File: src/rtl/norm_seq_fx.sv
// norm_seq_fx: post-processing unit for the fixed-point accumulator path.
// It applies one of three operations to a captured operand: pass-through,
// a positive-set clamp, or normalization by NUGAIN. Normalization uses an
// iterative restoring divider that produces one quotient bit per cycle.
// A start/busy/done handshake lets the core stall while a divide is running.
module norm_seq_fx #(
  parameter int                NUBITS = 32,
  parameter logic [NUBITS-1:0] NUGAIN = 128,
  parameter bit                NORMS  = 1'b1,
  parameter bit                PSET   = 1'b1
) (
  input  logic              clk,
  input  logic              rst,
  input  logic              start,
  input  logic [NUBITS-1:0] acc,
  input  logic              neg,
  input  logic              norm,
  output logic              busy,
  output logic              done,
  output logic [NUBITS-1:0] out
);

  localparam int CNT_W = (NUBITS > 1) ? $clog2(NUBITS) : 1;

  typedef enum logic [1:0] {
    S_IDLE = 2'd0,
    S_DIV  = 2'd1,
    S_FIN  = 2'd2
  } state_t;

  state_t            state_q, state_d;
  logic [NUBITS-1:0] dvd_q, dvd_d;   // dividend, with quotient bits shifted in at the LSB
  logic [NUBITS-1:0] rem_q, rem_d;   // partial remainder, always < NUGAIN after a step
  logic [CNT_W-1:0]  cnt_q, cnt_d;   // iterations left after the current one
  logic [NUBITS-1:0] out_q, out_d;

  logic              is_div;
  logic [NUBITS-1:0] imm_res;
  logic [NUBITS:0]   rem_sh;
  logic [NUBITS:0]   rem_diff;
  logic              qbit;
  logic [NUBITS-1:0] rem_nx;
  logic [NUBITS-1:0] quo_nx;

  // Negative operands clamp to zero; non-negative ones pass unchanged.
  function automatic logic [NUBITS-1:0] pos_clamp(input logic [NUBITS-1:0] v);
    return v[NUBITS-1] ? '0 : v;
  endfunction

  // Decode the request and evaluate single-cycle results and one divide step.
  always_comb begin
    is_div   = NORMS && ({neg, norm} == 2'b01);
    imm_res  = (PSET && ({neg, norm} == 2'b10)) ? pos_clamp(acc) : acc;
    rem_sh   = {rem_q, dvd_q[NUBITS-1]};
    rem_diff = rem_sh - {1'b0, NUGAIN};
    // With NUGAIN = 0 this comparison is always true, giving an all-ones quotient.
    qbit     = (rem_sh >= {1'b0, NUGAIN});
    rem_nx   = qbit ? rem_diff[NUBITS-1:0] : rem_sh[NUBITS-1:0];
    quo_nx   = {dvd_q[NUBITS-2:0], qbit};
  end

  // State register; reset aborts any operation in flight.
  always_ff @(posedge clk or posedge rst) begin
    if (rst) begin
      state_q <= S_IDLE;
    end else begin
      state_q <= state_d;
    end
  end

  // Next-state logic: IDLE accepts start, DIV runs NUBITS steps, FIN lasts one cycle.
  always_comb begin
    state_d = state_q;
    case (state_q)
      S_IDLE: begin
        if (start) begin
          state_d = is_div ? S_DIV : S_FIN;
        end
      end
      S_DIV: begin
        if (cnt_q == '0) begin
          state_d = S_FIN;
        end
      end
      S_FIN:   state_d = S_IDLE;
      default: state_d = S_IDLE;
    endcase
  end

  // Handshake outputs decoded from the state.
  always_comb begin
    busy = (state_q != S_IDLE);
    done = (state_q == S_FIN);
  end

  // Datapath next-state: capture on accept, shift/subtract while dividing.
  always_comb begin
    dvd_d = dvd_q;
    rem_d = rem_q;
    cnt_d = cnt_q;
    out_d = out_q;
    case (state_q)
      S_IDLE: begin
        if (start) begin
          if (is_div) begin
            dvd_d = acc;
            rem_d = '0;
            cnt_d = CNT_W'(NUBITS - 1);
          end else begin
            out_d = imm_res;
          end
        end
      end
      S_DIV: begin
        dvd_d = quo_nx;
        rem_d = rem_nx;
        cnt_d = cnt_q - CNT_W'(1);
        if (cnt_q == '0) begin
          out_d = quo_nx;
        end
      end
      default: begin
      end
    endcase
  end

  // Datapath registers; out only changes on the edge entering FIN.
  always_ff @(posedge clk or posedge rst) begin
    if (rst) begin
      dvd_q <= '0;
      rem_q <= '0;
      cnt_q <= '0;
      out_q <= '0;
    end else begin
      dvd_q <= dvd_d;
      rem_q <= rem_d;
      cnt_q <= cnt_d;
      out_q <= out_d;
    end
  end

  assign out = out_q;

endmodule

File: config.mk
export PLATFORM = sky130hd
export DESIGN_NAME = norm_seq_fx
export DESIGN_NICKNAME = d
export VERILOG_FILES = /design/src/rtl/norm_seq_fx.sv
export SDC_FILE = /design/constraint.sdc
export NUM_CORES = 1
export LEC_CHECK = 0
export ABC_AREA = 0
export CAP_MARGIN = 10
export CORE_ASPECT_RATIO = 1.75
export CORE_MARGIN = 1.5
export CORE_UTILIZATION = 55
export CTS_CLUSTER_SIZE = 40
export DETAILED_ROUTE_END_ITERATION = 12
export GPL_ROUTABILITY_DRIVEN = 0
export PLACE_DENSITY = 0.89
export SYNTH_ARGS = -nofsm -noshare
export SYNTH_HDL_FRONTEND = slang
export SYNTH_SLANG_ARGS = --single-unit
File: constraint.sdc
create_clock -name clk -period 8.9 [get_ports clk]
set_input_delay 0.89 -clock clk [delete_from_list [all_inputs] [get_ports clk]]
set_output_delay 0.89 -clock clk [all_outputs]
set_load 0.05 [all_outputs]
==> impl_results.md <==
* Status: finished, final reports clean
* CTS Hold Bufs at 0
* R2R Path End: rem_q[30]
* Worst r2r path cells at 6
* Clk slew on worst S/H paths at 0.07 ns
* Max-Cap Viols at 0
* Clock Tree Buf Depth at 2
* Total track usage at 0.2601
* Fin Setup TNS at 0 ns
* Synthesized cell area at 0.005057 mm^2
* Top post-synthesis cells by count: dfrtp_1, nand2_1, o21ai_0
* Seq cells post-synth at 103
* Synth top area share at 0.5096
* Synth area leader: dfrtp_1
* Headroom to the max-slew limit at 0.3368
* Slew Viols, Final at 0
* Crit path capture type: flop
* Sw power at 1.038 mW
* Multi-input gate area at 0.002338 mm^2
* Switching share of power at 0.4516
* Top FF cell, synth: dfrtp_1
* Die width at 75.49 um
* TritonCTS Buffers at 9
* Count leader, synth: dfrtp_1
* PwrDens at 374.7 mW/mm^2
* Cells after Synth at 536
* Hold Fails Final Rpt at 0
* Synth warn at 0
* Port Buf Inserts at 70
* HPWL after DPL at 7998 um
* Fillers at 669
* Worst EP required at 9.13 ns
* Clock Latency Late Sink at 0.35 ns
* Flop pwr share at 0.365
* Synthesized net count at 576
* Post-CTS sizing at 0
* Clock sink count at 103
* Clock Tree Root: clkbuf_16
* Postcts setup bufs at 0
* Register area at 0.002577 mm^2
* # setup viols final at 0
* Layout Cells excl Fill at 711
* Largest net degree at the start of global routing at 83
* Detail Route Antenna Nets at 0
* Crit path from: neg
* EDFF count, synth at 0
* Critical path cell sequence: clkdlybuf4s50_1, nand2b_1, nor3_2, buf_4, nor2_1, a21oi_1, o21ai_1
* Tcrit/Tclk final at 0.3570
* Post-synthesis sequential area ratio at 0.5096
* Actual slew at the worst max-slew pin at 0.9948 ns
* Crit-path max FO at 27
* Core Region at 0.008979 mm^2
* Yosys cell types at 39
* Skew final at 0.008313 ns
* Share of cells above drive strength 1 at 0.05922
* Clock Power Share at 0.166
* Die area at 0.009802 mm^2
* Area grow syn2layout at 21.28%
* Routed vias at 4151
* Max stage delay on crit path at 0.73 ns
* RSZ-0062 raised after global routing: no
* Placed Instances at 696
* Top post-synthesis cells by area: dfrtp_1, o21ai_0, nand2_1
* Startpoint types: primary input
* Number of global-route vias before repair at 4209
* WS Path Type: primary input to flop
* Cell Int Power at 1.260 mW
* CP arrival at 3.41 ns
* Setup slack after placement at 5.412 ns
* HP Class: flop to flop
* # diodes at 0
* Flop2flop setup slack at 5.99 ns
* DR WL/cell at 16.69 um
* Slowest library cell on the worst path: nor3_2
* Async S/R FF share, synth at 1.000
* Global route overflow at 0
* Vias per cell at 5.838
* Final net count at 627
* Die Height at 129.9 um
* RR Startpoint: rem_q[11]
* CTS tree: yes
* Clock period minus worst slack at 3.177 ns
* Final worst-path setup slack at 5.723 ns
* DRT iter0 DRCs at 346
* DRT Wirelength at 11870 um
* Rows at 46
* Pre-antenna DRT Iters at 5
* Achievable Freq at 314.7 MHz
* # DRC at 0
* Initial antenna violation count at 0
* Initial Utilization at 0.5633
* Worst vdd ir at 251.3 uV
* H-tree levels at 3
* Ports at 71
* Leak pwr at 2.488 nW
* Comb pwr share at 0.470
* Hold depth at 2
* Synthesized area per cell at 9.435 um^2
* Fin util at 0.6831
* First-pass GRT wire length at 19620 um
* Worst setup path endpoint: rem_q[13]
-- power by group through the flow --
stage	logic, mW	registers (mW)	clock network, mW
2_1_floorplan	0.521	1.05	0
3_3_place_gp	1.04	0.828	0
3_5_place_dp	1.07	0.839	0
4_1_cts	1.08	0.835	0.383
5_1_grt	1.18	0.861	0.396
6_report	1.08	0.838	0.381
-- metrics by stage --
step                area, um^2  power [mW]  hold slack, ns
finish                    6133       2.298          0.4831
global route              6133       2.435          0.5004
CTS                       6133       2.296          0.4849
detailed placement        5848       1.912          0.4698
global placement          5848       1.865          0.4636
floorplan                 5057       1.574          0.4621
-- metal layers --
metal  track usage  part of all wire  vias to the layer above
met2        0.4355              0.54                      135
met5             0                 0                        -
met1        0.3214              0.40                     2026
met3       0.05792             0.048                       20
li1              -                 -                     1970
met4        0.1040             0.018                        0
-- cell type report --
class | instances | area share
clock inverter | 2 | 0.002448
sequential | 103 | 0.4202
multi-input combinational | 388 | 0.3813
clock buffer | 13 | 0.04406
timing repair buffer | 76 | 0.1216
inverter | 9 | 0.005916
tap | 120 | 0.02448
-- placed cells by master (no fill, tap or decap), types with 2 or more instances in the layout --
| master | count |
|---|---|
| nand2_1 | 90 |
| a211oi_1 | 2 |
| buf_4 | 6 |
| clkbuf_16 | 9 |
| nand4b_1 | 2 |
| nor2_1 | 11 |
| nor3b_1 | 3 |
| nor4b_1 | 2 |
| clkdlybuf4s50_1 | 70 |
| a31oi_1 | 3 |
| nand2b_1 | 4 |
| mux2i_1 | 31 |
| nor4_1 | 6 |
| clkbuf_8 | 3 |
| a21oi_1 | 7 |
| xor2_1 | 13 |
| a21boi_0 | 31 |
| o21ai_0 | 87 |
| a2111oi_2 | 4 |
| o21ai_1 | 20 |
| nand4_1 | 7 |
| or2_2 | 3 |
| nand3_1 | 20 |
| nor3_1 | 9 |
| dfrtp_1 | 103 |
| or4_1 | 3 |
| xnor2_1 | 9 |
| ha_1 | 3 |
| or3_1 | 4 |
| inv_1 | 8 |
| clkinvlp_4 | 2 |
-- cell families after synthesis --
| logic type | share of synthesized area |
|---|---|
| AO/OA/AOI/OAI | 0.1841 |
| XOR/XNOR | 0.03810 |
| adder cells (fa/ha/maj) | 0.007423 |
| buffers and inverters | 0.03389 |
| flip-flops | 0.5096 |
| multiplexers | 0.06358 |
| AND/OR/NAND/NOR | 0.1633 |
-- critical path: cells and delay by family --
kind,cells,cell delay [ns]
compound gates,2,0.30
buf+inv,2,1.01
simple gates,3,1.18
-- sequential cells by signal, summed over array words and instances, names as in the netlist --
signal and cells:
dvd_q 32, out 32, rem_q 32, cnt_q 5
state_q 2
-- worst min-delay path by stage --
stage	from	to	slack, ns
after floorplan	dvd_q[9]	dvd_q[10]	0.46
after global placement	out[1]	out[1]	0.46
after detailed placement	out[6]	out[6]	0.47
after CTS	out[6]	out[6]	0.48
after global routing	out[26]	out[26]	0.50
final	out[6]	out[6]	0.48
Power figures use the tool's default switching activity.
